File: src/rtl/multicycle_controller.sv
// multicycle_controller: sequencing FSM and datapath control decode for a multicycle RV32I core
module multicycle_controller #(
    parameter logic [3:0] RESET_STATE = 4'd0
) (
    input  logic       clk,
    input  logic       rst_n,
    input  logic [6:0] op,
    input  logic [2:0] funct3,
    input  logic       funct7,
    input  logic       zero,
    input  logic       mem_ready,
    output logic       mem_req,
    output logic       memwrite,
    output logic       adrsrc,
    output logic       irwrite,
    output logic       pcwrite,
    output logic       regwrite,
    output logic [1:0] alusrca,
    output logic [1:0] alusrcb,
    output logic [1:0] resultsrc,
    output logic [1:0] immsrc,
    output logic [2:0] alu_control,
    output logic       illegal,
    output logic [3:0] state
);
    typedef enum logic [3:0] {
        FETCH    = 4'd0,
        DECODE   = 4'd1,
        MEMADR   = 4'd2,
        MEMREAD  = 4'd3,
        MEMWB    = 4'd4,
        MEMWRITE = 4'd5,
        EXECR    = 4'd6,
        EXECI    = 4'd7,
        ALUWB    = 4'd8,
        BEQ      = 4'd9,
        JAL      = 4'd10
    } state_t;

    localparam logic [6:0] OP_LW  = 7'b0000011;
    localparam logic [6:0] OP_SW  = 7'b0100011;
    localparam logic [6:0] OP_R   = 7'b0110011;
    localparam logic [6:0] OP_I   = 7'b0010011;
    localparam logic [6:0] OP_BEQ = 7'b1100011;
    localparam logic [6:0] OP_JAL = 7'b1101111;

    state_t cur, nxt;
    logic [2:0] alu_dec;

    always_ff @(posedge clk or negedge rst_n)
        if (!rst_n) cur <= state_t'(RESET_STATE);
        else        cur <= nxt;

    assign state = cur;

    assign immsrc = (op == OP_SW)  ? 2'b01 :
                    (op == OP_BEQ) ? 2'b10 :
                    (op == OP_JAL) ? 2'b11 : 2'b00;

    assign alu_dec = (funct3 == 3'b000) ? ((op[5] & funct7) ? 3'b001 : 3'b000) :
                     (funct3 == 3'b010) ? 3'b101 :
                     (funct3 == 3'b110) ? 3'b011 :
                     (funct3 == 3'b111) ? 3'b010 : 3'b000;

    always_comb begin
        nxt         = FETCH;
        mem_req     = 1'b0;
        memwrite    = 1'b0;
        adrsrc      = 1'b0;
        irwrite     = 1'b0;
        pcwrite     = 1'b0;
        regwrite    = 1'b0;
        alusrca     = 2'b00;
        alusrcb     = 2'b00;
        resultsrc   = 2'b00;
        alu_control = 3'b000;
        illegal     = 1'b0;
        case (cur)
            FETCH: begin
                mem_req   = 1'b1;
                alusrcb   = 2'b10;
                resultsrc = 2'b10;
                // mem_ready is ignored while reset is held
                irwrite   = mem_ready & rst_n;
                pcwrite   = mem_ready & rst_n;
                nxt       = mem_ready ? DECODE : FETCH;
            end
            DECODE: begin
                alusrca = 2'b01;
                alusrcb = 2'b01;
                nxt     = (op == OP_LW || op == OP_SW) ? MEMADR :
                          (op == OP_R)   ? EXECR :
                          (op == OP_I)   ? EXECI :
                          (op == OP_BEQ) ? BEQ :
                          (op == OP_JAL) ? JAL : FETCH;
                illegal = !(op == OP_LW || op == OP_SW || op == OP_R ||
                            op == OP_I || op == OP_BEQ || op == OP_JAL);
            end
            MEMADR: begin
                alusrca = 2'b10;
                alusrcb = 2'b01;
                nxt     = (op == OP_SW) ? MEMWRITE : MEMREAD;
            end
            MEMREAD: begin
                mem_req = 1'b1;
                adrsrc  = 1'b1;
                nxt     = mem_ready ? MEMWB : MEMREAD;
            end
            MEMWB: begin
                resultsrc = 2'b01;
                regwrite  = 1'b1;
            end
            MEMWRITE: begin
                mem_req  = 1'b1;
                memwrite = 1'b1;
                adrsrc   = 1'b1;
                nxt      = mem_ready ? FETCH : MEMWRITE;
            end
            EXECR: begin
                alusrca     = 2'b10;
                alu_control = alu_dec;
                nxt         = ALUWB;
            end
            EXECI: begin
                alusrca     = 2'b10;
                alusrcb     = 2'b01;
                alu_control = alu_dec;
                nxt         = ALUWB;
            end
            ALUWB: regwrite = 1'b1;
            BEQ: begin
                alusrca     = 2'b10;
                alu_control = 3'b001;
                pcwrite     = zero;
            end
            JAL: begin
                alusrca = 2'b01;
                alusrcb = 2'b10;
                pcwrite = 1'b1;
                nxt     = ALUWB;
            end
            default: nxt = FETCH;
        endcase
    end
endmodule

File: config.mk
export PLATFORM = sky130hd
export DESIGN_NAME = multicycle_controller
export DESIGN_NICKNAME = d
export VERILOG_FILES = /design/src/rtl/multicycle_controller.sv
export SDC_FILE = /design/constraint.sdc
export NUM_CORES = 1
export LEC_CHECK = 0
export BUFFER_PORTS_ARGS = -buffer_cell sky130_fd_sc_hd__buf_2
export CORE_AREA = 2 2 43 45
export CTS_BUF_LIST = sky130_fd_sc_hd__clkbuf_8
export DETAILED_ROUTE_END_ITERATION = 10
export DIE_AREA = 0 0 45 47
export PLACE_DENSITY = 0.65
export SETUP_SLACK_MARGIN = 0.2
export SKIP_CTS_REPAIR_TIMING = 1
export SYNTH_ARGS = -nofsm -noshare
export SYNTH_HDL_FRONTEND = slang
export SYNTH_SLANG_ARGS = --single-unit
File: constraint.sdc
create_clock -name clk -period 1.55 [get_ports clk]
set_input_delay 0 -clock clk [delete_from_list [all_inputs] [get_ports clk]]
set_output_delay 0 -clock clk [all_outputs]
set_load 0.01 [all_outputs]
==> results.json, run 1 <==
{
  "drt_iter0_drc": 12,
  "ys_seq_area_share_pct": 18.1,
  "max_cap_viol_count": 0,
  "antenna_found_initial": 0,
  "worst_pin_slew_ps": 393,
  "fin_crit_ps": 1570,
  "dp_hpwl_mm": 1.26,
  "end_kind": "output port",
  "critical_path_class": "reg -> out",
  "postRouteAntennaNets": 0,
  "grt_overflow": 0,
  "area_growth_pct": 89.2,
  "grt_max_degree": 14,
  "powerDensity_mw_per_mm2": 527,
  "routed_wl_mm": 2.14,
  "slew_violations": 0,
  "crit_fanout": 6,
  "largest_reg_flops": 4,
  "place.gp.congestion": 0.861,
  "clockRootBuffer": "clkbuf_8",
  "avgSynthCellArea_um2": 7.11,
  "reg2reg_slack_ps": 100,
  "rr_startpoint": "state[2]$_DFF_PN0_",
  "whs_endpoint": "state[0]$_DFF_PN0_",
  "ctsLongestPathBuffers": 2,
  "drt-vias-per-instance": 5.51,
  "setup_slack_ps": -17.6,
  "finalHoldViolations": 0,
  "vias": 815,
  "syn-num-nets": 93,
  "leakage_nw": 0.493,
  "synth_area_um2": 554,
  "cp.required_ps": 1550,
  "post_drt_wl_per_cell_um": 14.5,
  "nNetsFinal": 148,
  "synthCells": 78,
  "hold_class": "in -> reg",
  "ir_drop_uv": 420,
  "dr.pass1.iters": 4,
  "fin_tns_setup_ps": -17.6,
  "clk_pin_slew_ps": 40,
  "setup.worst_path.start": "state[2]$_DFF_PN0_",
  "drive_gt1_share_pct": 62.6,
  "clkLatencyLatePin_ps": 230,
  "io_buffers": 36,
  "setup_viol": 1,
  "grt_first_pass_wirelength_mm": 2.31,
  "outcome": "finished, violations left",
  "synthTopCellsByArea": "dfrtp_1 18%, nor2_1 7.4%, a21oi_1 6.3%",
  "fp.dieArea_mm2": 0.00212,
  "yosysTopAreaCell": "dfrtp_1",
  "fin_worst_skew_ps": 5.27,
  "rr_endpoint": "state[0]$_DFF_PN0_",
  "numCtsBuffers": 3,
  "start_kind": "flip-flop",
  "violations": "negative setup slack",
  "worstPathArrival_ps": 1570,
  "cts_tree": "done",
  "drc": 0,
  "synth_top_area_share_pct": 18.1,
  "grt_pass1_vias": 570,
  "period_share_pct": 101,
  "hold_depth": 3,
  "die_height_um": 47,
  "fmax_mhz": 638,
  "num_antenna_cells": 0,
  "rsz0062_at_grt": "true",
  "min_from": "op[2]",
  "ys_types": 37,
  "die_x_um": 45,
  "initial_core_util_pct": 33.6,
  "relSlewSlack_pct": 73.6,
  "ys_ff_latch": 4,
  "clock-sinks": 4,
  "worst_hold_slack_ps": 122,
  "io_pins": 37,
  "fp-row-count": 15,
  "ys_warn_count": 0,
  "dpl_cell_area_um2": 773,
  "grt_usage_pct": 14.5,
  "r2r_cells": 4,
  "power_uw": 553,
  "core_region_area_mm2": 0.00165,
  "fin_area_mm2": 0.00105,
  "htree_num_levels": 1
}
## cell type report
| cell class | instances | area (µm²) |
|---|---|---|
| fill | 139 | 603 |
| multi-input combinational | 65 | 514 |
| timing repair buffer | 55 | 352 |
| sequential | 4 | 105 |
| clock buffer | 3 | 41.3 |
| tap | 17 | 21.3 |
| inverter | 4 | 15.0 |
## stage by stage
step	util (%)	setup WS [ps]	std cells
after floorplan	-	63.7	78
after global placement	46.8	162	132
after detailed placement	46.8	149	132
after CTS	49.3	-69.2	135
after global routing	63.5	-40.6	148
final	63.5	-17.6	148
## routing by layer
metal | wire, µm | up-vias | global-route usage [%]
li1 | - | 399 | -
met2 | 1110 | 32 | 26.9
met4 | 39 | 0 | 1.76
met3 | 123 | 5 | 3.08
met1 | 871 | 379 | 17.8
met5 | 0 | - | 0
## cell usage after synthesis, drive strengths merged
cell,number
a32o,1
nand3,1
o21ai,6
mux2,1
a2111oi,1
buf,2
or4,1
nor2b,1
a211oi,1
o21bai,1
nor2,11
nor3,4
nand2b,6
o22ai,3
clkbuf,3
nor3b,1
or2b,1
a21oi,7
a31oi,1
or4b,1
nor4,2
nand3b,1
xor2,1
inv,4
a22oi,1
and3,1
nand2,4
dfrtp,4
and2,1
a2bb2oi,1
o32ai,1
a2111o,1
nand4,1
or2,1
## where the power goes
group          internal [mW]  switching [mW]
registers              0.109         0.00924
clock network          0.166          0.0642
logic                 0.0993           0.104
total                  0.375           0.178
## layout by cell type, fill, tap and decap left out, types with 2 or more instances in the layout
cell	count
a21oi_1	7
buf_2	36
buf_4	11
buf_6	7
clkbuf_8	3
dfrtp_2	4
inv_1	3
nand2_1	4
nand2b_1	4
nand2b_4	2
nor2_1	7
nor2_2	2
nor2_4	2
nor3_1	2
nor4_4	2
o21ai_0	5
o22ai_1	2
## logic make-up (layout without fill, tap and decap cells)
| family | count (synthesis) | after routing | synth area share [%] |
|---|---|---|---|
| compound gates | 25 | 25 | 29.1 |
| xor+xnor | 1 | 1 | 1.58 |
| buf+inv | 9 | 62 | 8.80 |
| flops | 4 | 4 | 18.1 |
| mux | 1 | 1 | 2.03 |
| simple gates | 38 | 38 | 40.4 |
## worst max-delay path: stages, from the launching register on
cell and delay [ps]:
dfrtp_2 430, buf_6 140, nor4_4 300, and3_4 240, o21bai_1 90, buf_2 140
## worst max-delay path by stage
stage,to
6_report,pcwrite
5_1_grt,pcwrite
4_1_cts,pcwrite
3_5_place_dp,pcwrite
3_3_place_gp,state[2]$_DFF_PN0_
2_1_floorplan,state[0]$_DFF_PN0_
No activity file was read; power rests on OpenSTA's default activity.
==> inputs of run 2 (changes only) <==
Settings changed: CELL_PAD_IN_SITES_DETAIL_PLACEMENT set to 1, CELL_PAD_IN_SITES_GLOBAL_PLACEMENT set to 1, CORE_AREA 2 2 43 45 to 2 2 46 48, DIE_AREA 0 0 45 47 to 0 0 48 50, PLACE_DENSITY 0.65 to 0.83.
Clock period 1.55 ns to 1.81 ns, I/O delays scaled along.
==> results.json, run 2 (synthesized netlist as in run 1, its figures left out) <==
{
  "finalHoldViolations": 0,
  "instances_no_fill": 145,
  "start_kind": "flip-flop",
  "r2r_cells": 4,
  "fmax_mhz": 652,
  "numCtsBuffers": 3,
  "register_area_um2": 104,
  "max_cap_viol_count": 0,
  "drc": 0,
  "die_x_um": 48,
  "drt_iter0_drc": 11,
  "fin_tns_setup_ps": 0,
  "dp_hpwl_mm": 1.47,
  "io_buffers": 36,
  "fin_crit_ps": 1530,
  "rr_endpoint": "state[0]$_DFF_PN0_",
  "post_drt_wl_per_cell_um": 13.0,
  "min_from": "op[2]",
  "end_kind": "output port",
  "worstPathArrival_ps": 1530,
  "initial_core_util_pct": 29.1,
  "dr.pass1.iters": 2,
  "rr_startpoint": "state[1]$_DFF_PN0_",
  "multi_input_area_um2": 412,
  "worst_hold_slack_ps": 114,
  "powerDensity_mw_per_mm2": 499,
  "ctsLongestPathBuffers": 2,
  "drt-vias-per-instance": 5.05,
  "whs_endpoint": "state[0]$_DFF_PN0_",
  "core_region_area_mm2": 0.00190,
  "cts_tree": "done",
  "slew_violations": 0,
  "ir_drop_uv": 241,
  "leakage_nw": 0.407,
  "final_cell_mix": "36 x buf_2, 11 x nor2_1, 7 x a21oi_1",
  "fin_area_um2": 846,
  "hold_class": "in -> reg",
  "cp.required_ps": 1810,
  "layout_commonest_cell": "buf_2",
  "grt_first_pass_wirelength_mm": 3.06,
  "setup_viol": 0,
  "postRouteAntennaNets": 0,
  "outcome": "complete, no violations",
  "drive_gt1_share_pct": 44.9,
  "period_share_pct": 84.8,
  "worst_pin_slew_ps": 454,
  "reg2reg_slack_ps": 320,
  "grt_max_degree": 17,
  "critical_path_class": "reg -> out",
  "routed_wl_mm": 1.88,
  "area_growth_pct": 52.6,
  "fp.dieArea_mm2": 0.00240,
  "hold_depth": 3,
  "htree_num_levels": 1,
  "rsz0062_at_grt": "true",
  "num_antenna_cells": 0,
  "vias": 732,
  "clockRootBuffer": "clkbuf_8",
  "grt_overflow": 0,
  "io_pins": 37,
  "die_height_um": 50,
  "dpl_cell_area_um2": 749,
  "relSlewSlack_pct": 68.9,
  "clock-sinks": 4,
  "crit_fanout": 8,
  "clkLatencyLatePin_ps": 220,
  "largest_reg_flops": 4,
  "fin_worst_skew_ps": 1.26,
  "place_inst": 138,
  "nNetsFinal": 135,
  "grt_pass1_vias": 675,
  "clk_pin_slew_ps": 30,
  "place.gp.congestion": 0.819,
  "n_fill_cell": 256,
  "fp-row-count": 16,
  "antenna_found_initial": 0,
  "grt_usage_pct": 17.8
}
==> run 2: cell count changes in the layout (fill, tap and decap cells not counted), moves of 2 or more <==
cell	previous run	this run
buf_4	11	4
buf_6	7	0
nor2_1	7	11
nor2_2	2	0
nor2_4	2	0
nor4_4	2	0
==> run 2: worst max-delay path by stage <==
stage	endpoint	slack [ps]	cells after the start	from
global route	pcwrite	130	4	state[0]$_DFF_PN0_
floorplan	pcwrite	260	4	state[1]$_DFF_PN0_
finish	pcwrite	280	4	state[0]$_DFF_PN0_
detailed placement	state[0]$_DFF_PN0_	300	4	state[1]$_DFF_PN0_
global placement	state[0]$_DFF_PN0_	330	4	state[1]$_DFF_PN0_
CTS	pcwrite	170	4	state[2]$_DFF_PN0_
==> run 2: worst max-delay path, cell delays in order, from the launching register on <==
cell,delay [ps]
dfrtp_1,470
nor4_2,360
and3_1,230
o21bai_1,110
buf_2,150
==> run 2: routing by layer <==
metal | GRT usage (%) | up-vias | share of wire, %
li1 | - | 373 | -
met1 | 21.7 | 329 | 43
met2 | 28.9 | 27 | 51
met4 | 8.11 | 0 | 1.2
met5 | 0 | - | 0
met3 | 3.30 | 3 | 4.5
==> run 2: power breakdown <==
group / leakage, nW / switching [mW] / internal [mW]
combinational: 0.336 / 0.0729 / 0.0608
sequential: 0.0493 / 0.00745 / 0.0931
clock: 0.0216 / 0.0463 / 0.142
total: 0.407 / 0.127 / 0.296
==> run 2: area by class of cell <==
cell class,instances,area share [%]
inverter,4,1.78
clock buffer,3,4.88
multi-input combinational,65,48.7
sequential,4,12.3
tap,27,3.99
timing repair buffer,42,28.4
==> run 2: through the flow <==
step,setup slack [ps],total power [mW],util (%)
global placement,328,0.227,39.4
finish,275,0.422,44.5
CTS,168,0.419,41.6
detailed placement,295,0.230,39.4
floorplan,260,0.172,-
global route,129,0.451,44.5
==> inputs of run 3 (changes only) <==
Settings changed: ABC_AREA set to 1, CORE_AREA 2 2 46 48 to 2 2 50 52, DIE_AREA 0 0 48 50 to 0 0 52 54, PLACE_DENSITY 0.83 to 0.76.
Clock period 1.81 ns to 1.45 ns, I/O delays scaled along.
==> results.json, run 3 <==
{
  "final_cell_mix": "36 x buf_2, 33 x nand2_1, 15 x inv_1",
  "clk_pin_slew_ps": 30,
  "ir_drop_uv": 748,
  "synthTopCellsByCount": "36 x nand2_1, 18 x inv_1, 16 x nor2_1",
  "die_x_um": 52,
  "start_kind": "flip-flop",
  "cts_tree": "done",
  "drive_gt1_share_pct": 50.6,
  "outcome": "complete, no violations",
  "grt_overflow": 0,
  "ys_types": 15,
  "synth_edf_count": 0,
  "end_kind": "output port",
  "worst_pin_slew_ps": 237,
  "dr.pass1.iters": 4,
  "ys_seq_area_share_pct": 17.8,
  "synthSimpleGateAreaFrac_pct": 61.9,
  "clockRootBuffer": "clkbuf_8",
  "fin_tns_setup_ps": 0,
  "area_growth_pct": 73.5,
  "post-route-util_pct": 42.0,
  "routed_wl_mm": 2.21,
  "largest_reg_flops": 4,
  "fin_worst_skew_ps": 1.55,
  "syn-num-nets": 120,
  "path_cells": "inv_2, nand2_4, inv_4, nand2_4, nor4_4, buf_2",
  "layout_commonest_cell": "buf_2",
  "cpMostUsedCell": "nand2_4",
  "setup_viol": 0,
  "period_share_pct": 93.3,
  "drc": 0,
  "die_height_um": 54,
  "fp.dieArea_mm2": 0.00281,
  "vias": 828,
  "critical_path_class": "reg -> out",
  "place.gp.congestion": 0.767,
  "synth_area_um2": 562,
  "nNetsFinal": 173,
  "max_cap_viol_count": 0,
  "path_buf_inv": 3,
  "postRouteAntennaNets": 0,
  "yosysTopAreaCell": "nand2_1",
  "grt_usage_pct": 14.7,
  "fin_crit_ps": 1350,
  "fmax_mhz": 739,
  "slowest_stage": "dfrtp_1",
  "slew_violations": 0,
  "leakage_nw": 0.644,
  "drt_iter0_drc": 4,
  "ys_ff_latch": 4,
  "grt_first_pass_wirelength_mm": 2.93,
  "synthCells": 105,
  "antenna_found_initial": 0,
  "crit_fanout": 4,
  "avgSynthCellArea_um2": 5.35,
  "core_region_area_mm2": 0.00232,
  "rsz0062_at_grt": "true",
  "fin_area_um2": 975,
  "synth_top_family_by_area": "simple AND/OR/NAND/NOR gates",
  "synth_compound_area_share_pct": 4.90,
  "grt_pass1_vias": 709,
  "synth_fa_ha_area_share_pct": 0,
  "critical-path-top-delay-family": "flip-flops",
  "cp.required_ps": 1450,
  "ys.flop_type": "dfrtp_1",
  "num_antenna_cells": 0,
  "dpl_cell_area_um2": 787,
  "clock-sinks": 4,
  "cpPeakStageDelay_ps": 410,
  "synthMostInstantiatedCell": "nand2_1",
  "fp-row-count": 18,
  "drt-vias-per-instance": 4.45,
  "synth_top_area_share_pct": 24.1,
  "clkLatencyLatePin_ps": 220,
  "synth.area.mux_share_pct": 0,
  "hold_class": "in -> async",
  "io_pins": 37,
  "ctsLongestPathBuffers": 2,
  "powerDensity_mw_per_mm2": 1370,
  "synth-xor-area-share_pct": 0,
  "dp_hpwl_mm": 1.66,
  "async_reset_ff_share_pct": 100,
  "numCtsBuffers": 3,
  "post_drt_wl_per_cell_um": 11.9,
  "initial_core_util_pct": 24.2,
  "relSlewSlack_pct": 84.2,
  "ys_warn_count": 0,
  "io_buffers": 36,
  "grt_max_degree": 7,
  "synthTopCellsByArea": "nand2_1 24%, dfrtp_1 18%, inv_1 12%",
  "finalHoldViolations": 0,
  "worstPathArrival_ps": 1350,
  "htree_num_levels": 1
}
[run 3: changes by cell type in the layout (fill, tap and decap cells not counted), moves of 6 or more]
cell / change
buf_4: +6
inv_1: +11
inv_2: +7
nand2_1: +29
nand3_1: +9
[run 3: power breakdown]
part           switching, mW  internal [mW]
Clock                 0.0575          0.177
Sequential            0.0494          0.143
Combinational          0.503          0.410
Total                  0.610          0.730
[run 3: final timing paths]
kind                                    start            endpoint  slack [ps]  cells past startpoint
setup / recovery           state[3]$_DFF_PN0_      alu_control[2]         100                      6
hold / removal                          rst_n  state[3]$_DFF_PN0_         130                      2
setup reg to reg           state[3]$_DFF_PN0_  state[2]$_DFF_PN0_         250                      8
hold reg to reg            state[0]$_DFF_PN0_  state[2]$_DFF_PN0_         810                      5
max in group asynchronous               rst_n  state[0]$_DFF_PN0_        1160                      2
min in group clk                        op[6]  state[2]$_DFF_PN0_         150                      4
[run 3: layout make-up]
type / instances / area, µm²
Fill cell: 326 / 1350
Multi-Input combinational cell: 78 / 427
Timing Repair Buffer: 48 / 277
Sequential cell: 4 / 104
Inverter: 23 / 88.8
Clock buffer: 3 / 41.3
Tap cell: 30 / 37.5
[run 3: kinds of logic (layout without fill, tap and decap cells)]
kind of cell | after synthesis | in the layout
AOI/OAI and AO/OA | 5 | 5
buffers and inverters | 23 | 74
DFF | 4 | 4
and+or+nand+nor | 73 | 73
[run 3: stage by stage]
| stage | total power [mW] | hold WS [ps] | instances | worst slack [ps] |
|---|---|---|---|---|
| final | 1.34 | 132 | 186 | 97.1 |
| after CTS | 1.13 | -402 | 175 | 44.8 |
| after global routing | 1.43 | 150 | 186 | 37.7 |
| after floorplan | 0.597 | -296 | 105 | 408 |
| after global placement | 0.870 | -177 | 172 | 309 |
| after detailed placement | 0.886 | -173 | 172 | 284 |
[run 3: routing by layer]
layer  part of all wire, %  GRT usage, %  up-vias
met2                    53          27.0       29
met3                   5.5          2.22        4
li1                      -             -      417
met5                     0             0        -
met4                   2.2          11.8        0
met1                    39          14.7      378
